## config.mk

```make
export PLATFORM = sky130hd
export DESIGN_NAME = tone_sample_formatter
export DESIGN_NICKNAME = d
export VERILOG_FILES = /design/src/rtl/tone_sample_formatter.sv
export SDC_FILE = /design/constraint.sdc
export NUM_CORES = 1
export LEC_CHECK = 0
export BUFFER_PORTS_ARGS = -buffer_cell sky130_fd_sc_hd__buf_4
export CAP_MARGIN = 5
export CORE_AREA = 2 2 43 45
export CTS_BUF_LIST = sky130_fd_sc_hd__clkbuf_2 sky130_fd_sc_hd__clkbuf_4 sky130_fd_sc_hd__clkbuf_8
export DETAILED_ROUTE_END_ITERATION = 16
export DIE_AREA = 0 0 45 47
export MAX_ROUTING_LAYER = met4
export PLACE_DENSITY = 0.83
export SLEW_MARGIN = 10
export SYNTH_ARGS = -nofsm -noshare
export SYNTH_HDL_FRONTEND = slang
export SYNTH_SLANG_ARGS = --single-unit
```

## constraint.sdc

```tcl
create_clock -name inclk -period 3.4 [get_ports inclk]
set_input_delay 0.34 -clock inclk [delete_from_list [all_inputs] [get_ports inclk]]
set_output_delay 0.34 -clock inclk [all_outputs]
set_load 0.1 [all_outputs]
```

## src/rtl/tone_sample_formatter.sv

```systemverilog
// Tone-to-PCM formatter: synchronises a square-wave tone, samples it every SAMPLE_DIV clocks and
// presents signed samples on valid/ready. Define TONE_SAMPLE_SOFT_RAMP_EN for ramped amplitude.
module tone_sample_formatter #(
  parameter int                      SAMPLE_WIDTH = 16,
  parameter logic [SAMPLE_WIDTH-1:0] AMPLITUDE    = 16'h2000,
  parameter int                      SAMPLE_DIV   = 1042,
  parameter int                      SYNC_STAGES  = 2,
  parameter logic [SAMPLE_WIDTH-1:0] RAMP_STEP    = 16'h0100
) (
  input  logic                           inclk,
  input  logic                           Reset,
  input  logic                           tone_in,
  input  logic                           tone_enable,
  output logic signed [SAMPLE_WIDTH-1:0] sample_data,
  output logic                           sample_valid,
  input  logic                           sample_ready,
  output logic                           overrun
);

  localparam int CNT_W = $clog2(SAMPLE_DIV);
  localparam logic [SAMPLE_WIDTH-1:0] POS_MAX = {1'b0, {(SAMPLE_WIDTH-1){1'b1}}};

  generate
    if (AMPLITUDE > POS_MAX) begin : g_bad_amplitude
      $error("AMPLITUDE exceeds the positive sample range");
    end
    if (RAMP_STEP > POS_MAX) begin : g_bad_ramp_step
      $error("RAMP_STEP exceeds the positive sample range");
    end
    if (SAMPLE_DIV < 2) begin : g_bad_div
      $error("SAMPLE_DIV must be at least 2");
    end
    if (SYNC_STAGES < 2) begin : g_bad_sync
      $error("SYNC_STAGES must be at least 2");
    end
  endgenerate

  typedef enum logic {IDLE, HOLD} state_t;

  function automatic logic signed [SAMPLE_WIDTH-1:0] to_pcm(
    input logic                    tone,
    input logic [SAMPLE_WIDTH-1:0] mag
  );
    logic signed [SAMPLE_WIDTH-1:0] m;
    m = $signed(mag);
    return tone ? m : -m;
  endfunction

  logic [SYNC_STAGES-1:0]         sync_q, sync_d;
  logic [CNT_W-1:0]               cnt_q, cnt_d;
  state_t                         state_q, state_d;
  logic signed [SAMPLE_WIDTH-1:0] data_q, data_d;
  logic                           valid_q, valid_d;
  logic                           ovr_q, ovr_d;
  logic                           tick;
  logic [SAMPLE_WIDTH-1:0]        mag;
  logic signed [SAMPLE_WIDTH-1:0] pcm;

`ifdef TONE_SAMPLE_SOFT_RAMP_EN
  logic [SAMPLE_WIDTH-1:0] amp_q, amp_d;

  // Saturating step toward AMPLITUDE (up) or toward zero (down).
  function automatic logic [SAMPLE_WIDTH-1:0] ramp_toward(
    input logic [SAMPLE_WIDTH-1:0] amp,
    input logic                    up
  );
    logic [SAMPLE_WIDTH:0] sum;
    sum = {1'b0, amp} + {1'b0, RAMP_STEP};
    if (up) return (sum > {1'b0, AMPLITUDE}) ? AMPLITUDE : sum[SAMPLE_WIDTH-1:0];
    return (amp > RAMP_STEP) ? (amp - RAMP_STEP) : '0;
  endfunction

  always_comb begin
    amp_d = tick ? ramp_toward(amp_q, tone_enable) : amp_q;
    mag   = amp_d;
  end
`else
  always_comb begin
    mag = tone_enable ? AMPLITUDE : '0;
  end
`endif

  always_comb begin
    sync_d = {sync_q[SYNC_STAGES-2:0], tone_in};
    tick   = (cnt_q == CNT_W'(SAMPLE_DIV - 1));
    cnt_d  = tick ? '0 : cnt_q + 1'b1;
    pcm    = to_pcm(sync_q[SYNC_STAGES-1], mag);
  end

  // A tick in HOLD either replaces the pending sample (when it is taken this edge) or is dropped.
  always_comb begin
    state_d = state_q;
    data_d  = data_q;
    valid_d = valid_q;
    ovr_d   = ovr_q;
    case (state_q)
      IDLE: begin
        if (tick) begin
          state_d = HOLD;
          data_d  = pcm;
          valid_d = 1'b1;
        end
      end
      HOLD: begin
        if (tick && sample_ready) begin
          data_d = pcm;
        end else if (tick) begin
          ovr_d = 1'b1;
        end else if (sample_ready) begin
          state_d = IDLE;
          valid_d = 1'b0;
        end
      end
      default: begin
        state_d = IDLE;
        valid_d = 1'b0;
      end
    endcase
  end

  always_ff @(posedge inclk or posedge Reset) begin
    if (Reset) begin
      sync_q  <= '0;
      cnt_q   <= '0;
      state_q <= IDLE;
      data_q  <= '0;
      valid_q <= 1'b0;
      ovr_q   <= 1'b0;
`ifdef TONE_SAMPLE_SOFT_RAMP_EN
      amp_q   <= '0;
`endif
    end else begin
      sync_q  <= sync_d;
      cnt_q   <= cnt_d;
      state_q <= state_d;
      data_q  <= data_d;
      valid_q <= valid_d;
      ovr_q   <= ovr_d;
`ifdef TONE_SAMPLE_SOFT_RAMP_EN
      amp_q   <= amp_d;
`endif
    end
  end

  assign sample_data  = data_q;
  assign sample_valid = valid_q;
  assign overrun      = ovr_q;

endmodule

```

==> impl_metrics.yaml, run 1 <==
detailed_routing:
  routed-via-count: 565
  avgRoutedWirePerCell_um: 12.6
  ant_nets: 0
  drc: 0
  wl_um: 1370
  dr.pass1.iters: 3
  viasPerCell: 5.18
  drtIter0Drc: 7
timing:
  layout_min_cycle_time_ps: 1520
  fmax_mhz: 660
  max_slew_margin_pct: 56.0
  maxSlewViolCount: 0
  hold_viol_final: 0
  fin_setup_tns_ps: 0
  tightest_slew_ps: 659
  skew_ps: 3.63
  rsz0062_at_grt: "false"
  fin_crit_sh_pct: 44.6
  finalWorstSetupSlack_ps: 1880
  setup_violations: 0
clock_network:
  cts-htree-levels: 1
  cts-resized-gates: 0
  cts_hold_buf: 0
  cts_sinks: 18
  cts_setup_buffers: 0
  clkTransAtPathRegs_ps: 90
  cts_root_buf: "clkbuf_4"
  cts_buffer_depth: 2
  cts_tree: "done"
  clk_latency_ps: 290
  numCtsBuffers: 3
critical_path:
  rrSetupSlack_ps: 1880
  cp-start-kind: "flop"
  arrival_ps: 1700
  worstSetupPathType: "flop to flop"
  required_ps: 3580
  cp_cell_sequence: "nor4b_2 -> nand4_1 -> mux2_1"
  slowest_stage: "dfrtp_1"
  crit_buf_inv: 0
  slowest_delay_ps: 450
  cp_top_family: "simple AND/OR/NAND/NOR gates"
  critPathMaxFanout: 5
  end_kind: "flop"
floorplan:
  die_height_um: 47
  die_w_um: 45
  initial_core_util_pct: 54.8
  coreArea_mm2: 0.00165
  dieArea_mm2: 0.00212
  rows: 15
  ios: 23
pwr:
  p_int_mw: 0.260
  power_switching_mw: 0.130
  clockPowerShare_pct: 26.6
  peakVddDrop_uv: 245
  power.share.combinational_pct: 18.1
  p_leak_nw: 0.466
  seqPwrFrac_pct: 55.3
  p_per_area_mw_per_mm2: 407
  power_mw: 0.389
  sw_frac_of_total_pct: 33.3
grt:
  grt_max_degree: 19
  grt_pass1_vias: 536
  grt_pass1_wl_um: 2360
  antenna_found_initial: 0
  grt.overflow.total: 0
  grt.total_usage_pct: 17.2
synth:
  synth_common_cells: "dfrtp_1 (18), buf_4 (14), nor2_1 (6)"
  synth.avg_cell_area_um2: 11.0
  synth_top_flop_cell: "dfrtp_1"
  ys_seq_elements: 18
  async_flop_share_pct: 100
  synth_edf_count: 0
  syn_inst: 82
  yosys_warnings: 0
  netlist.area_leader.share_pct: 49.7
  synth_cell_types: 26
  post-synth-top-area-cell: "dfrtp_1"
  syn-cell-area_um2: 906
  yosys.cell_count.top_type: "dfrtp_1"
  yosysSeqAreaShare_pct: 49.7
  synth.area.top_cells: "dfrtp_1 (50%), buf_4 (12%), xor2_1 (4.8%)"
placed_design:
  place.gp.congestion: 0.746
  dp_hpwl_um: 1030
  dp.cells: 106
  dp_slack_ps: 1900
  io_buffers: 9
layout:
  drive_gt1_share_pct: 19.6
  syn2layout_area_growth_pct: 5.66
  num_antenna_cells: 0
  utilization_pct: 58.0
  fin_nets: 101
  instances_no_fill: 109
min_path:
  holdCritPathClass: "input port to async pin"
run:
  max_cap_viol_count: 0
outcome:
  status: "finished, final reports clean"
-- power groups by stage --
stage	combinational, mW	sequential, mW	clock [mW]
floorplan	0.0775	0.220	0
global placement	0.0702	0.220	0
detailed placement	0.0706	0.220	0
CTS	0.0706	0.215	0.107
global route	0.0734	0.216	0.113
finish	0.0704	0.215	0.104
-- stage by stage --
stage / area, um2 / hold slack [ps]
after global placement: 935 / 334
after global routing: 957 / 139
final: 957 / 136
after floorplan: 951 / 279
after detailed placement: 935 / 340
after CTS: 957 / 141
-- kinds of logic (layout without fill, tap and decap cells) --
kind of cell             count (synthesis)  count (layout)  share of synthesized area, %
other                                    1              13                         0.414
AND/OR/NAND/NOR                         28              28                          19.5
adder cells (fa/ha/maj)                  2               2                          2.76
AO/OA/AOI/OAI                            5               5                          4.14
multiplexers                             2               2                          2.49
XOR/XNOR                                 8               8                          7.74
buffers and inverters                   18              16                          13.3
flip-flops                              18              18                          49.7
-- path summary, 6_finish.rpt --
| path | endpoint | from | cells after the start |
|---|---|---|---|
| setup / recovery | sample_data[14] | cnt_q[7] | 3 |
| hold / removal | cnt_q[10] | Reset | 2 |
| setup reg to reg | sample_data[14] | cnt_q[7] | 3 |
| hold reg to reg | sync_q[1] | sync_q[0] | 0 |
| max in group asynchronous | sample_data[14] | Reset | 2 |
| min in group inclk | sync_q[0] | tone_in | 1 |
-- sequential cells by signal, summed over array words and instances (netlist names) --
name          count
state_q           1
overrun           1
cnt_q            11
sample_data       2
sync_q            2
sample_valid      1
-- layer usage --
layer / vias to the layer above / wire, um / track usage [%]
met5: - / 0 / -
met4: 0 / 55 / 14.1
met3: 5 / 55 / 2.31
met2: 16 / 650 / 25.7
met1: 277 / 609 / 20.7
li1: 267 / - / -
-- cells in the final DEF (no fill, tap or decap), types with 2 or more instances in the layout --
cell	count
xor2_1	5
nor2_1	6
nor2b_1	2
nor3_1	3
mux2_1	2
nand4_1	2
dfrtp_1	18
ha_1	2
xnor2_1	3
inv_1	4
buf_4	9
clkbuf_4	3
nand3_1	4
nand2_1	4
conb_1	13
-- cell type report --
type                    instances  area, um2
clock buffers                   3       22.5
fillers                       142        694
inverters                       4       15.0
multi-input cells              58        380
flip-flops and latches         18        450
well taps                      17       21.3
repair buffers                  9       67.6
(Power assumes the default switching activity.)
==> run 2: changes to the inputs <==
--- a/config.mk
+++ b/config.mk
@@ -7,12 +7,12 @@
 export LEC_CHECK = 0
 export BUFFER_PORTS_ARGS = -buffer_cell sky130_fd_sc_hd__buf_4
 export CAP_MARGIN = 5
-export CORE_AREA = 2 2 43 45
+export CORE_AREA = 2 2 45 47
 export CTS_BUF_LIST = sky130_fd_sc_hd__clkbuf_2 sky130_fd_sc_hd__clkbuf_4 sky130_fd_sc_hd__clkbuf_8
 export DETAILED_ROUTE_END_ITERATION = 16
-export DIE_AREA = 0 0 45 47
+export DIE_AREA = 0 0 47 49
 export MAX_ROUTING_LAYER = met4
-export PLACE_DENSITY = 0.83
+export PLACE_DENSITY = 0.76
 export SLEW_MARGIN = 10
 export SYNTH_ARGS = -nofsm -noshare
 export SYNTH_HDL_FRONTEND = slang
==> constraint.sdc (replaced) <==
create_clock -name inclk -period 1.51 [get_ports inclk]
set_input_delay 0.151 -clock inclk [delete_from_list [all_inputs] [get_ports inclk]]
set_output_delay 0.151 -clock inclk [all_outputs]
set_load 0.1 [all_outputs]
==> run 2 against run 1 <==
Effect of this change:
- sequential share of layout area down 4.6 points
- highest routed layer unchanged
- routed wire length up 14%
- non-clock buffer count up 6
- critical path type unchanged
- sequential power up 130%
- global-route usage down 1.1 points
- sequential cell count unchanged
==> impl_metrics.yaml, run 2 (synthesized netlist as in run 1, its figures left out) <==
outcome:
  status: "finished, final reports clean"
detailed_routing:
  routed-via-count: 604
  avgRoutedWirePerCell_um: 12.4
  highest_layer: "met4"
  drtIter0Drc: 9
  viasPerCell: 4.79
  ant_nets: 0
  routed-wl-met3_um: 65
  drc: 0
  dr_wl_met2_um: 802
  wl_um: 1560
  dr.pass1.iters: 4
  wl_met1_um: 655
clock_network:
  clk_latency_ps: 300
  cts_root_buf: "clkbuf_4"
  numCtsBuffers: 3
  cts_buffer_depth: 2
  cts_sinks: 18
  clkTransAtPathRegs_ps: 100
  cts-htree-levels: 1
  cts_tree: "done"
  cts_setup_buffers: 0
critical_path:
  rrSetupSlack_ps: 50
  reg2reg_to: "cnt_q[10]"
  worstSetupPathType: "flop to flop"
  slowest_stage: "or4_4"
  arrival_ps: 1690
  reg2reg_depth: 4
  slowest_delay_ps: 490
  cp_top_family: "simple AND/OR/NAND/NOR gates"
  cp-start-kind: "flop"
  critPathMaxFanout: 4
  end_kind: "flop"
  critical_path.reg2reg.startpoint: "cnt_q[0]"
  cp_cell_sequence: "ha_2 -> nand2_2 -> or4_4 -> a21oi_2"
  crit_buf_inv: 0
  required_ps: 1750
timing:
  rsz0062_at_grt: "true"
  maxSlewViolCount: 0
  hold_viol_final: 0
  skew_ps: 9.39
  setup_violations: 0
  fin_crit_sh_pct: 96.6
  max_slew_margin_pct: 55.9
  layout_min_cycle_time_ps: 1460
  fmax_mhz: 686
  tightest_slew_ps: 660
layout:
  num-fill-cells: 150
  syn2layout_area_growth_pct: 17.4
  num_antenna_cells: 0
  utilization_pct: 57.7
  top_register: "cnt_q"
  drive_gt1_share_pct: 29.3
  instances_no_fill: 126
  layout_commonest_cell: "dfrtp_1"
  fin_nets: 107
  largest_reg_flops: 11
  layout_common_cells: "dfrtp_1 (17), conb_1 (13), buf_4 (13)"
min_path:
  whs_path_depth: 2
  holdCritPathClass: "input port to flop"
  hold_start: "tone_enable"
  min_to: "sample_data[13]"
grt:
  grt_pass1_wl_um: 2520
  antenna_found_initial: 0
  grt_max_degree: 19
  grt.total_usage_pct: 16.1
  grt_pass1_vias: 551
  grt.overflow.total: 0
pwr:
  power.share.combinational_pct: 17.3
  power_switching_mw: 0.301
  power_mw: 0.943
  seqPwrFrac_pct: 51.5
  sw_frac_of_total_pct: 31.9
  p_leak_nw: 0.516
  clockPowerShare_pct: 31.3
  p_per_area_mw_per_mm2: 887
  peakVddDrop_uv: 590
  p_int_mw: 0.643
placed_design:
  io_buffers: 9
  dp.cells: 120
  dp_hpwl_um: 1170
  place.gp.congestion: 0.737
run:
  max_cap_viol_count: 0
floorplan:
  ios: 23
  die_w_um: 47
  rows: 16
  coreArea_mm2: 0.00184
  die_height_um: 49
  dieArea_mm2: 0.00230
  initial_core_util_pct: 49.2
==> run 2: changes by cell type in the layout (fill, tap and decap cells not counted), sizes merged <==
cell,previous run,this run
buf,9,13
dlygate4sd3,0,2
clkbuf,3,4
==> run 2: worst max-delay path by stage <==
| stage | to | depth (start not counted) | slack (ps) | start |
|---|---|---|---|---|
| floorplan | sample_data[15] | 1 | 20 | sample_data[14] |
| global placement | cnt_q[10] | 4 | 90 | cnt_q[0] |
| detailed placement | sample_data[14] | 5 | 60 | cnt_q[1] |
| CTS | cnt_q[10] | 4 | 20 | cnt_q[0] |
| global route | sample_data[13] | 5 | -10 | cnt_q[1] |
| finish | cnt_q[10] | 4 | 50 | cnt_q[0] |
==> run 2: stage by stage <==
| step | area (um2) | setup TNS (ps) | setup WS (ps) | hold WS, ps |
|---|---|---|---|---|
| 6_report | 1060 | 0 | 51.6 | 60.4 |
| 5_1_grt | 1060 | -21.0 | -12.0 | 61.3 |
| 4_1_cts | 1030 | 0 | 23.7 | 58.6 |
| 3_5_place_dp | 977 | 0 | 55.3 | 264 |
| 3_3_place_gp | 977 | 0 | 87.7 | 262 |
| 2_1_floorplan | 951 | 0 | 22.1 | 89.6 |
==> run 2: cell type report <==
type                       count  area, um2  share of cell area, %
multi-input combinational     58        409                   38.5
sequential                    18        452                   42.5
clock buffer                   4       36.3                   3.41
inverter                       4       15.0                   1.41
tap                           27       33.8                   3.18
timing repair buffer          15        118                   11.1
==> run 2: timing repair <==
item	in CTS	in global routing
setup endpoints to repair	0	7
endpoints found under the hold margin	19	0
hold buffers	2	0
resized for setup	0	8
==> run 2: metal layers <==
| layer | global-route usage [%] | up-vias |
|---|---|---|
| met5 | - | - |
| met1 | 22.1 | 299 |
| li1 | - | 280 |
| met3 | 3.33 | 7 |
| met2 | 22.1 | 18 |
| met4 | 8.33 | 0 |
==> run 2: power groups by stage <==
| stage | clock, mW | sequential [mW] | combinational, mW |
|---|---|---|---|
| finish | 0.295 | 0.485 | 0.163 |
| global route | 0.320 | 0.486 | 0.169 |
| CTS | 0.300 | 0.486 | 0.163 |
| detailed placement | 0 | 0.495 | 0.158 |
| global placement | 0 | 0.494 | 0.158 |
| floorplan | 0 | 0.494 | 0.175 |
==> run 3: changes to the inputs <==
--- a/config.mk
+++ b/config.mk
@@ -8,10 +8,9 @@
 export BUFFER_PORTS_ARGS = -buffer_cell sky130_fd_sc_hd__buf_4
 export CAP_MARGIN = 5
 export CORE_AREA = 2 2 45 47
-export CTS_BUF_LIST = sky130_fd_sc_hd__clkbuf_2 sky130_fd_sc_hd__clkbuf_4 sky130_fd_sc_hd__clkbuf_8
+export CTS_BUF_LIST = sky130_fd_sc_hd__clkbuf_4
 export DETAILED_ROUTE_END_ITERATION = 16
 export DIE_AREA = 0 0 47 49
-export MAX_ROUTING_LAYER = met4
 export PLACE_DENSITY = 0.76
 export SLEW_MARGIN = 10
 export SYNTH_ARGS = -nofsm -noshare
==> run 3 against run 2 <==
Effect of this change:
- maximum frequency is 0.23% higher
- sequential cell count stayed put
- final cell count stayed put
- hold slack better by 10 ps
- die area stayed put
- combinational power hardly changed
- via count is 0.83% higher
- global-route usage is 0.56 points lower
- non-clock buffer count stayed put
==> impl_metrics.yaml, run 3 (synthesized netlist as in run 1, its figures left out) <==
critical_path:
  end_kind: "flop"
  required_ps: 1740
  critPathMaxFanout: 4
  worstSetupPathType: "flop to flop"
  slowest_delay_ps: 490
  cp-start-kind: "flop"
  slowest_stage: "or4_4"
  cp_cell_sequence: "ha_2 -> nand2_2 -> or4_4 -> a21oi_2"
  cp_top_family: "simple AND/OR/NAND/NOR gates"
  arrival_ps: 1680
  crit_buf_inv: 0
placed_design:
  dp_hpwl_um: 1170
  io_buffers: 9
  place.gp.congestion: 0.728
  place_area_um2: 977
detailed_routing:
  avgRoutedWirePerCell_um: 12.3
  ant_nets: 0
  wl_um: 1550
  dr.pass1.iters: 6
  viasPerCell: 4.83
  routed-via-count: 609
  drtIter0Drc: 17
  drc: 0
grt:
  grt_pass1_vias: 552
  grt.total_usage_pct: 15.5
  grt_max_degree: 19
  antenna_found_initial: 0
  grt_pass1_wl_um: 2520
  grt.overflow.total: 0
pwr:
  peakVddDrop_uv: 521
  p_per_area_mw_per_mm2: 838
  power_mw: 0.883
  p_leak_nw: 0.510
clock_network:
  cts_setup_buffers: 0
  cts-htree-levels: 1
  numCtsBuffers: 3
  cts_root_buf: "clkbuf_4"
  cts_buffer_depth: 2
  cts_sinks: 18
  clkTransAtPathRegs_ps: 100
  cts_tree: "done"
  clk_latency_ps: 290
layout:
  num-fill-cells: 151
  layout_common_cells: "dfrtp_1 (17), conb_1 (13), buf_4 (13)"
  fin_nets: 107
  syn2layout_area_growth_pct: 16.3
  final_cell_area_mm2: 0.00105
  layout_commonest_cell: "dfrtp_1"
  utilization_pct: 57.2
  num_antenna_cells: 0
  top_register: "cnt_q"
  largest_reg_flops: 11
  drive_gt1_share_pct: 28.3
timing:
  max_slew_margin_pct: 55.4
  fmax_mhz: 687
  fin_crit_sh_pct: 96.4
  rsz0062_at_grt: "true"
  maxSlewViolCount: 0
  setup_violations: 0
  tightest_slew_ps: 668
  skew_ps: 8.88
  layout_min_cycle_time_ps: 1460
  hold_viol_final: 0
outcome:
  status: "finished, final reports clean"
min_path:
  holdCritPathClass: "input port to flop"
floorplan:
  die_height_um: 49
  dieArea_mm2: 0.00230
  coreArea_mm2: 0.00184
  ios: 23
  initial_core_util_pct: 49.2
  die_w_um: 47
  rows: 16
run:
  max_cap_viol_count: 0
run 3: cell types whose count changed in the layout (fill, tap and decap cells not counted), sizes merged:
| cell | delta |
|---|---|
| clkinv | +1 |
| clkbuf | -1 |
run 3: path summary, 6_finish.rpt:
path | start | to | slack [ps] | cells after the start
min in group asynchronous | Reset | sample_data[14] | 510 | 3
worst max register to register | cnt_q[0] | cnt_q[10] | 50 | 4
worst min register to register | sync_q[0] | sync_q[1] | 380 | 0
worst max-delay path | cnt_q[0] | cnt_q[10] | 50 | 4
worst min-delay path | tone_enable | sample_data[13] | 70 | 2
max in group asynchronous | Reset | cnt_q[0] | 540 | 3
run 3: power breakdown:
part	internal (mW)	switching [mW]	total (mW)
sequential	0.484	0.00108	0.485
clock	0.0961	0.139	0.235
combinational	0.0111	0.152	0.163
total	0.591	0.291	0.883
run 3: worst register-to-register path: cells and delay by family (launching register included):
kind	cells	cell delay [ps]
AOI/OAI and AO/OA	1	150
adders and majority gates	1	230
DFF	1	430
and+or+nand+nor	2	570
run 3: what timing repair did:
action                                 in CTS  in global routing
gates resized for setup                     0                  8
hold buffers                                2                  0
endpoints found under the hold margin      19                  0
setup endpoints to repair                   0                  7
run 3: per-stage QoR:
stage	std cells	hold slack, ps	setup WS [ps]	setup TNS, ps
6_report	126	70.8	55.0	0
5_1_grt	126	63.8	-12.0	-21.0
3_5_place_dp	120	264	55.3	0
2_1_floorplan	94	89.6	22.1	0
3_3_place_gp	120	262	87.7	0
4_1_cts	126	65.2	23.7	0
run 3: final cells by class:
type | count | area [um2] | area share (%)
Sequential cell | 18 | 452 | 42.9
Multi-Input combinational cell | 58 | 409 | 38.8
Timing Repair Buffer | 15 | 118 | 11.2
Tap cell | 27 | 33.8 | 3.21
Clock buffer | 3 | 22.5 | 2.14
Inverter | 4 | 15.0 | 1.43
Clock inverter | 1 | 3.75 | 0.356
run 3: layer usage:
metal  GRT usage [%]  part of all wire (%)
met2            22.4                    53
met5               0                     0
met1            22.1                    42
met4            6.94                   1.4
met3            3.33                   4.0
